`config.mk`:
```
export PLATFORM = sky130hd
export DESIGN_NAME = pixel_writer
export DESIGN_NICKNAME = d
export VERILOG_FILES = /design/src/rtl/gpu_pkg.sv /design/src/rtl/sync_fifo.sv /design/src/rtl/pixel_writer.sv
export SDC_FILE = /design/constraint.sdc
export NUM_CORES = 1
export LEC_CHECK = 0
export CAP_MARGIN = 40
export CORE_MARGIN = 4
export CORE_UTILIZATION = 29
export DETAILED_ROUTE_END_ITERATION = 8
export SKIP_CTS_REPAIR_TIMING = 1
export SYNTH_ARGS = -nofsm -noshare
export SYNTH_HDL_FRONTEND = slang
export SYNTH_SLANG_ARGS = --single-unit
export TNS_END_PERCENT = 1
```
`constraint.sdc`:
```
create_clock -name clock -period 4.4 [get_ports clock]
set_input_delay 0.44 -clock clock [delete_from_list [all_inputs] [get_ports clock]]
set_output_delay 0.44 -clock clock [all_outputs]
set_load 0.02 [all_outputs]
```
`src/rtl/gpu_pkg.sv`:
```
// Shared types and sizing for the voxel_gpu back end.
//   pixel_write_t    : one shaded pixel as it travels through the writer FIFO
//   wr_state_e       : pixel writer bus FSM states
//   pixel_byte_addr  : base + zero-extended linear index, wrapping mod 2^32
package gpu;

  localparam int PIXEL_FIFO_DEPTH = 4;
  localparam int PIXEL_INDEX_W    = 17;

  typedef struct packed {
    logic [PIXEL_INDEX_W-1:0] index;
    logic [7:0]               colour;
  } pixel_write_t;

  typedef enum logic {
    WR_IDLE  = 1'b0,
    WR_WRITE = 1'b1
  } wr_state_e;

  function automatic logic [31:0] pixel_byte_addr(input logic [31:0]              base,
                                                  input logic [PIXEL_INDEX_W-1:0] index);
    return base + 32'(index);
  endfunction

endpackage

```
`src/rtl/sync_fifo.sv`:
```
// Single-clock FIFO with registered full/empty flags and occupancy count.
// The head entry is presented on rdata whenever empty is low (show-ahead).
// Push is ignored while full and pop is ignored while empty, so callers may
// drive them unqualified. A pop while full does not free space for a push
// in the same cycle.
//   clock, reset : system clock, synchronous active-high reset
//   push, wdata  : write strobe and data
//   pop, rdata   : read strobe and head-of-queue data
//   full, empty  : registered status flags
//   count        : current number of stored entries
module sync_fifo #(
  parameter int WIDTH = 8,
  parameter int DEPTH = 4
) (
  input  logic                       clock,
  input  logic                       reset,
  input  logic                       push,
  input  logic [WIDTH-1:0]           wdata,
  input  logic                       pop,
  output logic [WIDTH-1:0]           rdata,
  output logic                       full,
  output logic                       empty,
  output logic [$clog2(DEPTH+1)-1:0] count
);

  localparam int AW = (DEPTH > 1) ? $clog2(DEPTH) : 1;
  localparam int CW = $clog2(DEPTH + 1);

  logic [WIDTH-1:0] mem_q [DEPTH];
  logic [AW-1:0]    wr_ptr_q, rd_ptr_q;
  logic [CW-1:0]    count_q, count_d;
  logic             full_q, empty_q;
  logic             do_push, do_pop;

  assign do_push = push && !full_q;
  assign do_pop  = pop && !empty_q;
  assign count_d = count_q + CW'(do_push) - CW'(do_pop);

  always_ff @(posedge clock) begin
    if (reset) begin
      wr_ptr_q <= '0;
      rd_ptr_q <= '0;
      count_q  <= '0;
      full_q   <= 1'b0;
      empty_q  <= 1'b1;
    end else begin
      // DEPTH is a power of two, so pointers wrap by natural overflow
      if (do_push) wr_ptr_q <= wr_ptr_q + AW'(1);
      if (do_pop)  rd_ptr_q <= rd_ptr_q + AW'(1);
      count_q <= count_d;
      full_q  <= (count_d == CW'(DEPTH));
      empty_q <= (count_d == '0);
    end
  end

  always_ff @(posedge clock) begin
    if (do_push) mem_q[wr_ptr_q] <= wdata;
  end

  assign rdata = mem_q[rd_ptr_q];
  assign full  = full_q;
  assign empty = empty_q;
  assign count = count_q;

endmodule

```
`src/rtl/pixel_writer.sv`:
```
// Final voxel_gpu stage: queues shaded pixels and drains them as single-byte
// Avalon-MM writes to pixel_buffer + index. idle goes high only once the
// queue is empty and the last write has been accepted by the fabric.
//   clock, reset          : system clock, synchronous active-high reset
//   start, pixel_buffer   : frame start pulse and buffer base (honoured when idle)
//   in_valid/in_ready     : pixel handshake, in_index/in_colour payload
//   m_address/m_write/
//   m_writedata/
//   m_waitrequest         : Avalon-MM write master
//   idle                  : nothing queued or in flight
//   written_count         : writes accepted since the last honoured start
//
// state    | meaning
// WR_IDLE  | no write on the bus; pop the queue head when one arrives
// WR_WRITE | m_write held; on accept pop the next pixel or return to WR_IDLE
module pixel_writer
  import gpu::*;
#(
  parameter int INDEX_W    = PIXEL_INDEX_W,   // must match pixel_write_t.index
  parameter int FIFO_DEPTH = PIXEL_FIFO_DEPTH
) (
  input  logic               clock,
  input  logic               reset,
  input  logic               start,
  input  logic [31:0]        pixel_buffer,
  input  logic               in_valid,
  output logic               in_ready,
  input  logic [INDEX_W-1:0] in_index,
  input  logic [7:0]         in_colour,
  output logic [31:0]        m_address,
  output logic               m_write,
  output logic [7:0]         m_writedata,
  input  logic               m_waitrequest,
  output logic               idle,
  output logic [31:0]        written_count
);

  localparam int CW = $clog2(FIFO_DEPTH + 1);

  wr_state_e     state_q;
  logic [31:0]   base_q;
  logic [31:0]   m_address_q;
  logic          m_write_q;
  logic [7:0]    m_writedata_q;
  logic [31:0]   written_count_q;
  logic          idle_q, idle_d;

  pixel_write_t  fifo_wdata, fifo_head;
  logic          fifo_push, fifo_pop, fifo_full, fifo_empty;
  logic [CW-1:0] fifo_count, fifo_count_nxt;
  logic          start_ok, state_idle_nxt;

  assign fifo_wdata.index  = in_index;
  assign fifo_wdata.colour = in_colour;

  // Ready comes from the registered full flag only, never from m_waitrequest
  assign in_ready  = !fifo_full;
  assign fifo_push = in_valid && !fifo_full;

  // Pop whenever the output register is free or is being freed this edge
  assign fifo_pop  = !fifo_empty && ((state_q == WR_IDLE) || !m_waitrequest);

  assign start_ok  = start && idle_q;

  // Look ahead one edge so idle is registered yet exact
  always_comb begin
    state_idle_nxt = fifo_empty && ((state_q == WR_IDLE) || !m_waitrequest);
    fifo_count_nxt = fifo_count + CW'(fifo_push) - CW'(fifo_pop);
    idle_d         = state_idle_nxt && (fifo_count_nxt == '0);
  end

  sync_fifo #(
    .WIDTH ($bits(pixel_write_t)),
    .DEPTH (FIFO_DEPTH)
  ) u_fifo (
    .clock (clock),
    .reset (reset),
    .push  (fifo_push),
    .wdata (fifo_wdata),
    .pop   (fifo_pop),
    .rdata (fifo_head),
    .full  (fifo_full),
    .empty (fifo_empty),
    .count (fifo_count)
  );

  always_ff @(posedge clock) begin
    if (reset) begin
      state_q         <= WR_IDLE;
      base_q          <= '0;
      m_address_q     <= '0;
      m_write_q       <= 1'b0;
      m_writedata_q   <= '0;
      written_count_q <= '0;
      idle_q          <= 1'b1;
    end else begin
      idle_q <= idle_d;
      // idle_q high implies an empty queue, so a new base can never race a pop
      if (start_ok) begin
        base_q          <= pixel_buffer;
        written_count_q <= '0;
      end
      unique case (state_q)
        WR_IDLE: begin
          if (!fifo_empty) begin
            m_address_q   <= pixel_byte_addr(base_q, fifo_head.index);
            m_writedata_q <= fifo_head.colour;
            m_write_q     <= 1'b1;
            state_q       <= WR_WRITE;
          end
        end
        WR_WRITE: begin
          if (!m_waitrequest) begin
            written_count_q <= written_count_q + 32'd1;
            if (!fifo_empty) begin
              m_address_q   <= pixel_byte_addr(base_q, fifo_head.index);
              m_writedata_q <= fifo_head.colour;
            end else begin
              m_write_q <= 1'b0;
              state_q   <= WR_IDLE;
            end
          end
        end
        default: state_q <= WR_IDLE;
      endcase
    end
  end

  assign m_address     = m_address_q;
  assign m_write       = m_write_q;
  assign m_writedata   = m_writedata_q;
  assign written_count = written_count_q;
  assign idle          = idle_q;

endmodule

```
# ---- Word-level counts from Yosys, hierarchy flattened
# Memories as Yosys holds them, arrays and structs flattened. A register that Yosys moved wholly into a read port is not among the register bits.
# Cells that the tools add are included.
dict set report op_classes {
  n_eq_ne 4
  reduce_logical 14
  n_addsub 8
  muxes 20
  bitwise_logic 1
}
# op n
set ops {}
lappend ops {{32-bit 2-to-1 mux} 5}
lappend ops {{32-bit case mux with 2 select lines} 1}
lappend ops {{32-bit by 1-bit adder with 32-bit output, second input constant} 1}
lappend ops {{32-bit by 17-bit adder with 32-bit output} 1}
lappend ops {{8-bit 2-to-1 mux} 2}
lappend ops {{8-bit case mux with 2 select lines} 1}
lappend ops {{1-bit logical AND} 7}
lappend ops {{1-bit 2-to-1 mux} 7}
lappend ops {{3-bit by 1-bit adder with 3-bit output} 2}
lappend ops {{3-bit zero test} 2}
lappend ops {{3-bit by 1-bit subtractor with 3-bit output} 2}
lappend ops {{2-bit by 1-bit adder with 2-bit output, second input constant} 2}
lappend ops {{2-bit 2-to-1 mux} 2}
lappend ops {{2-bit inequality test, second input constant} 2}
lappend ops {{1-bit case mux with 2 select lines} 2}
lappend ops {{3-bit == test, second input constant} 1}
lappend ops {{1-bit zero test} 3}
lappend ops {{3-bit AND reduction} 1}
lappend ops {{2-bit by 1-bit inequality test with 1-bit output, second input constant} 1}
lappend ops {{1-bit logical OR} 1}
lappend ops {{1-bit inverter} 1}
dict set report word_totals {
  wordCells 60
  n_memories 1
  register_bits 116
  ram_bits 100
  in_bits 62
}
# name depth word_bits read_ports rd_ports_with_merged_regs write_ports line
set mem_list {}
lappend mem_list {u_fifo.mem_q 4 25 1 1 1 sync_fifo.sv:29} ;# logic [WIDTH-1:0] mem_q [DEPTH];

# ---- Logic depth before layout (Yosys ltp)
# Gate-level depths: netlist of run 1.
dict set report logic_depth {
  ltp_word 6
  mapped_depth 13
}

# ---- Hierarchy
# Synthesis of run 1 repeated with hierarchy kept, for this count alone.
dict set report unflattened {
  hier_cells 898
  area_unflattened_um2 9872.0
}
# module area_each_um2 n_inst cells_each seq_area_each_um2
set modules_own_cells {}
lappend modules_own_cells {pixel_writer 5729.2 1 718 2142.1}
lappend modules_own_cells {sync_fifo 4142.7 1 180 3223.1}

# ---- Worst setup path after synthesis of run 1
# No wires, ideal clock.
dict set report synth_path {
  path_type {register -> register}
  start {register with a tool-made name}
  end {register m_address_q[22] (netlist: m_address[22])}
  synth_period_minus_slack_ps 4005
  setup_ps 86
  stages_incl_launch_ff 14
  n_path_buf 3
  required_time_ps 4314
  path_slack_ps 395
  t_arrival_ps 3920
  path_cell_list {dfxtp_1 clkbuf_1 buf_2 buf_2 mux4_2 ha_1 fa_1 a211oi_1 o21ai_0 a311oi_1 a21oi_1 and4_1 xnor2_1 a211oi_1}
}
# item line
set synth_lines {}
lappend synth_lines {{end signal, assigned} pixel_writer.sv:106} ;# m_address_q <= pixel_byte_addr(base_q, fifo_head.index);
lappend synth_lines {{end signal, assigned} pixel_writer.sv:116} ;# m_address_q <= pixel_byte_addr(base_q, fifo_head.index);
lappend synth_lines {{end, declared} pixel_writer.sv:42} ;# logic [31:0] m_address_q;

==> run_results.csv, run 1 <==
group,metric,value,unit
cts,numCtsBuffers,24,
finish,final_nets,1095,
pwr,total_power,7.14,mW
worst_setup_path,required,4.84,ns
sta,finalSetupViolCount,0,
sta,finalMaxSlewViolations,0,
worst_hold_path,hold_depth,2,
floorplan,ios,137,
synthesis,synth_cells,873,
synthesis,synth_seq_cells,218,
global_routing,antenna_found_initial,1,
place,gp_congestion,0.828,
global_routing,grt_pass1_vias,6780,
sta,fin_tns_setup,0,ns
drt,wl_per_cell,16.5,µm
floorplan,core_area,32500,µm²
worst_setup_path,rrSetupSlack,0.74,ns
floorplan,rows,66,
sta,finClkSkew,0.00607,ns
drt,drtAntennaViolNets,0,
global_routing,overflow,0,
synthesis,async_flop_share,0,%
cts,cts_root_buffer,"clkbuf_16",
worst_setup_path,worst-path-buf-inv,1,
synthesis,synth_flop_cell,"dfxtp_1",
sta,final.period_utilization,83.3,%
finish,diodes,0,
floorplan,die_h,189,µm
synthesis,netlist_area,9510,µm²
synthesis,ys_warn_count,0,
cts,ctsLongestPathBuffers,3,
sta,worstMarginPinSlew,0.841,ns
drt,drt_iter0_drc,481,
flow_run,maxCapViolations,0,
pwr,vdd_drop_max,273,µV
sta,fmax,273,MHz
worst_setup_path,endpoint_kind,"register",
worst_setup_path,cp_slowest_cell,"dfxtp_1",
sta,slew_headroom,43.4,%
cts,h-tree-depth,1,
worst_setup_path,ff2ff_path_depth,10,
synthesis,yosysSeqAreaShare,56.4,%
global_routing,grt.total_usage,13.1,%
worst_setup_path,cp-start-kind,"register",
run_status,outcome,"finished, final reports clean",
floorplan,die_x,189,µm
global_routing,grt_max_degree,55,
finish,area_growth,28.1,%
synthesis,avgSynthCellArea,10.9,µm²
cts,cts_tree,"yes",
synthesis,yosysUniqueCellTypes,66,
worst_setup_path,critPathKind,"reg -> reg",
place,hpwl,16.9,mm
place,port_buffers,136,
floorplan,start_util,29.3,%
worst_setup_path,arrival,4.10,ns
worst_setup_path,r2r_end,"m_address[31]$_SDFFE_PP0P_",
worst_setup_path,crit_family,"compound AO/OA/AOI/OAI gates",
worst_setup_path,worstPathMaxFanout,12,
pwr,leakage,4.20,nW
finish,layout-drive-gt1-share,10.3,%
cts,clock_latency,0.52,ns
cts,clk_pin_slew,0.06,ns
sta,rsz0062_at_grt,"false",
worst_hold_path,min_from,"reset",
drt,routed_wl,24.2,mm
synthesis,synth_edf_count,100,
drt,drt_first_pass_iters,4,
worst_hold_path,hold_end,"state_q$_SDFF_PP0_",
worst_setup_path,crit_path_cell_trace,"buf_4 -> mux4_2 -> ha_1 -> a21o_1 -> a21oi_1 -> a2111oi_2 -> nor3b_2 -> nor3_1 -> xnor2_1 -> a211oi_1",
global_routing,grt_pass1_wl,38.0,mm
synthesis,synth_nets,963,
floorplan,dieArea,35800,µm²
pwr,power_density,586,nW/µm²
drt,post-route-drc-count,0,
finish,num-fill-cells,3203,
drt,via_count,7016,
drt,avgViaCountPerCell,4.79,
cts,clock-sinks,218,
sta,finalCriticalPeriod,3.66,ns
sta,hold_viol,0,
worst_hold_path,worstHoldPathType,"in -> reg",
worst_setup_path,cpPeakStageDelay,0.62,ns
worst reg2reg max path: cells and delay by family, from the launching register on:
kind	cells	cell delay, ns
compound gates	4	0.76
fa+ha+maj	1	0.36
xor+xnor	1	0.16
mux	1	0.58
flops	1	0.62
simple gates	2	0.74
buf+inv	1	0.36
layout by cell type (no fill, tap or decap), drive strengths merged, types with 11 or more instances in the layout:
| cell | count |
|---|---|
| dfxtp | 118 |
| mux4 | 25 |
| nor3 | 17 |
| buf | 16 |
| a21oi | 99 |
| nand4 | 12 |
| xor2 | 14 |
| a211oi | 17 |
| nor2 | 63 |
| ha | 25 |
| and3 | 11 |
| clkdlybuf4s50 | 135 |
| nand2 | 146 |
| inv | 22 |
| o21ai | 19 |
| xnor2 | 23 |
| nand3 | 26 |
| clkbuf | 24 |
| edfxtp | 100 |
cells by family after synthesis:
family,after synthesis,share of synthesized area (%)
compound gates,180,11.5
xor+xnor,37,3.41
fa+ha+maj,28,3.92
buf+inv,66,3.13
flops,218,56.4
mux,26,6.03
simple gates,318,15.6
through the flow:
step	hold WS [ns]	instance area, µm²	setup slack, ns	cells	util, %
after floorplan	0.441	9510	0.395	873	-
after global placement	0.442	11300	0.790	1420	34.8
after detailed placement	0.444	11300	0.728	1421	34.9
after CTS	0.345	12200	0.712	1465	37.5
after global routing	0.381	12200	0.349	1465	37.5
final	0.370	12200	0.736	1465	37.5
how the worst max path moves through the flow:
stage / start / endpoint / slack, ns / depth (start not counted)
finish: register / m_address[31]$_SDFFE_PP0P_ / 0.74 / 10
global route: register / m_address[28]$_SDFFE_PP0P_ / 0.35 / 10
CTS: register / m_address[31]$_SDFFE_PP0P_ / 0.71 / 10
detailed placement: register / m_address[31]$_SDFFE_PP0P_ / 0.73 / 10
global placement: register / m_address[31]$_SDFFE_PP0P_ / 0.79 / 10
floorplan: register / m_address[22]$_SDFFE_PP0P_ / 0.39 / 13
registers in the layout, indices dropped and copies added, names as in the netlist, 2 cells and up, named ones only:
signal,count
m_writedata,8
u_fifo.mem_q,100
u_fifo.count,3
u_fifo.rd_ptr_q,2
u_fifo.wr_ptr_q,2
m_address,32
base_q,32
written_count,32
cells in the mapped netlist, types with 3 or more instances:
master	n	area (µm²)
nor3_1	16	80.1
o21ai_0	19	95.1
dfxtp_1	118	2360
a211oi_1	17	128
nand4b_1	3	26.3
xor2_1	14	123
inv_1	20	75.1
edfxtp_1	100	3000
clkbuf_1	27	101
or3_1	5	31.3
a21o_1	7	52.6
nand4_1	11	68.8
clkbuf_8	4	55.1
o21bai_1	3	22.5
mux4_2	25	563
nor2_1	62	233
nand3_1	26	130
ha_1	25	313
a21oi_1	99	495
nor2b_1	4	25.0
nand2_1	146	548
a311oi_1	3	26.3
a31oi_1	4	25.0
or2_2	7	43.8
xnor2_1	23	201
o21a_1	3	22.5
o211ai_1	4	30.0
nor4_1	3	18.8
and2_1	6	37.5
nand3b_1	3	22.5
and4_1	3	26.3
buf_1	11	41.3
and3_1	9	56.3
fa_1	3	60.1
metal layers:
layer  GRT usage [%]  vias up  share of wire, %
met5               0        -             0.054
met4            2.80        2               1.4
met3            2.73       23               5.2
met2            21.1      135                46
met1            18.5     3431                48
li1                -     3425                 -
power by group:
group	internal (mW)	total, mW	switching [mW]	leakage, nW
sequential	2.46	2.66	0.201	1.88
clock	1.30	2.13	0.832	0.407
combinational	0.998	2.35	1.35	1.91
total	4.76	7.14	2.38	4.20
final cells by class:
cell class	count	area [µm²]	area share, %
Tap cell	442	553	4.54
Sequential cell	218	5370	44.0
Clock buffer	24	601	4.93
Inverter	21	78.8	0.647
Timing Repair Buffer	151	1480	12.2
Clock inverter	20	253	2.07
Multi-Input combinational cell	589	3850	31.6
No activity file was read; power rests on OpenSTA's default activity.
==> inputs of run 2 (changes only) <==
- clock period: 4.4 -> 3.53 ns (I/O delays scaled with it)
==> run 2 against run 1 <==
  * Count of clock-buffer cells in the layout grew 2
  * First-iteration DRC count up 4.8%
  * Clock power grew 29%
  * Highest routed layer is now met4
  * Clock skew grew 0.021 ns
  * Die area is the same
  * Via count down 0.26%
  * Critical path type unchanged
  * Fmax grew 12%
  * Setup slack worse by 0.47 ns
  * Flip-flop and latch count did not move
  * Non-clock buffer count increased by 5
==> run_results.csv, run 2 (synthesized netlist as in run 1, its figures left out) <==
group,metric,value,unit
sta,slew_headroom,51.0,%
sta,fin_tns_setup,0,ns
finish,layout_common_cells,"nand2_1 (146), clkdlybuf4s50_1 (135), dfxtp_1 (117), edfxtp_1 (100), a21oi_1 (99)",
worst_setup_path,arrival,3.73,ns
cts,numCtsBuffers,25,
sta,timing.hold.ws,0.329,ns
sta,rsz0062_at_grt,"false",
floorplan,die_x,189,µm
worst_setup_path,critPathKind,"reg -> reg",
place,hpwl,17.3,mm
pwr,power_density,736,nW/µm²
cts,clock-sinks,218,
worst_setup_path,cp-start-kind,"register",
pwr,pwr-share-clk,30.3,%
cts,clock_latency,0.54,ns
sta,finalCriticalPeriod,3.27,ns
pwr,leakage,4.25,nW
worst_setup_path,required,3.99,ns
finish,fin_util,37.8,%
global_routing,overflow,0,
cts,clk_pin_slew,0.06,ns
floorplan,start_util,29.3,%
finish,final_cells,1472,
pwr,pwr-share-seq,36.6,%
cts,cts_root_buffer,"clkbuf_16",
finish,diodes,0,
sta,finClkSkew,0.0268,ns
sta,final.period_utilization,92.6,%
sta,worstMarginPinSlew,0.733,ns
floorplan,core_area,32500,µm²
place,port_buffers,136,
sta,fmax,306,MHz
run_status,outcome,"finished, final reports clean",
global_routing,grt_pass1_wl,38.7,mm
worst_setup_path,rrSetupSlack,0.26,ns
floorplan,die_h,189,µm
drt,via_count,6998,
pwr,intPower,6.00,mW
drt,wl_per_cell,16.8,µm
drt,routed_wl,24.7,mm
worst_hold_path,worstHoldPathType,"in -> reg",
finish,largest_register,"u_fifo.mem_q",
worst_hold_path,hold_end,"u_fifo.count[0]$_SDFF_PP0_",
sta,hold_viol,0,
sta,setup_ws,0.261,ns
flow_run,maxCapViolations,0,
global_routing,grt.total_usage,13.5,%
finish,final_common_cell,"nand2_1",
place,dp_cells,1426,
place,dp_slack,0.226,ns
drt,drtAntennaViolNets,0,
worst_hold_path,hold_depth,2,
drt,avgViaCountPerCell,4.75,
pwr,p_sw,3.04,mW
place,gp_congestion,0.798,
floorplan,dieArea,35800,µm²
sta,finalMaxSlewViolations,0,
pwr,combPwrFrac,33.1,%
finish,largest_reg_flops,100,
pwr,total_power,9.04,mW
drt,drt_iter0_drc,504,
cts,ctsLongestPathBuffers,3,
cts,cts_tree,"yes",
worst_setup_path,worstPathMaxFanout,15,
worst_hold_path,min_from,"reset",
pwr,vdd_drop_max,357,µV
finish,final_nets,1101,
floorplan,ios,137,
global_routing,grt_max_degree,56,
finish,area_growth,29.1,%
drt,post-route-drc-count,0,
sta,finalSetupViolCount,0,
worst_setup_path,endpoint_kind,"register",
cts,h-tree-depth,1,
drt,drt_first_pass_iters,5,
global_routing,grt_pass1_vias,6797,
floorplan,rows,66,
worst_setup_path,ff2ff_path_depth,10,
worst_setup_path,r2r_end,"m_address[24]$_SDFFE_PP0P_",
finish,layout-drive-gt1-share,11.2,%
global_routing,antenna_found_initial,0,
pwr,p_sw_share,33.7,%
place,place_area,11400,µm²
finish,design_area,12300,µm²
run 2: cell count changes in the layout (fill, tap and decap cells not counted), sizes merged:
cell / before / now
buf: 16 / 21
inv: 22 / 26
clkinv: 10 / 7
clkbuf: 24 / 26
bufinv: 5 / 4
run 2: area by class of cell:
class,instances,area [µm²]
clock buffer,26,639
clock inverter,20,248
fill,3242,20200
inverter,21,78.8
multi-input combinational,589,3860
sequential,218,5370
tap,442,553
timing repair buffer,156,1530
run 2: per-layer routing:
metal | vias up | track usage [%] | routed length (µm)
li1 | 3441 | - | -
met1 | 3375 | 19.4 | 11800
met2 | 161 | 21.7 | 11400
met3 | 21 | 2.30 | 1200
met4 | 0 | 2.55 | 282
met5 | - | 0 | 0
run 2: power by group through the flow:
stage                     Combinational, mW  Sequential (mW)  Clock [mW]
final                                  2.99             3.31        2.74
after global routing                   3.31             3.36        2.92
after floorplan                        1.78             3.50           0
after detailed placement               3.01             3.37           0
after global placement                 2.98             3.35           0
after CTS                              3.03             3.31        2.81
run 2: worst max-delay path, cell delays in order (launching register included):
cell and delay (ns):
dfxtp_2 0.39, buf_12 0.19, mux4_2 0.54, ha_1 0.42, a21oi_1 0.12, o21ai_0 0.38, a32oi_1 0.20, a31oi_1 0.42
nand3_1 0.15, xor2_1 0.16, a211oi_1 0.22
run 2: how the worst max path moves through the flow:
stage	start	to	slack [ns]	cells after the start
after CTS	register	m_address[31]$_SDFFE_PP0P_	0.20	10
after global placement	register	m_address[31]$_SDFFE_PP0P_	0.24	9
after global routing	register	m_address[30]$_SDFFE_PP0P_	0.03	10
final	register	m_address[24]$_SDFFE_PP0P_	0.26	10
after floorplan	register	m_address[22]$_SDFFE_PP0P_	0.02	13
after detailed placement	register	m_address[31]$_SDFFE_PP0P_	0.23	10
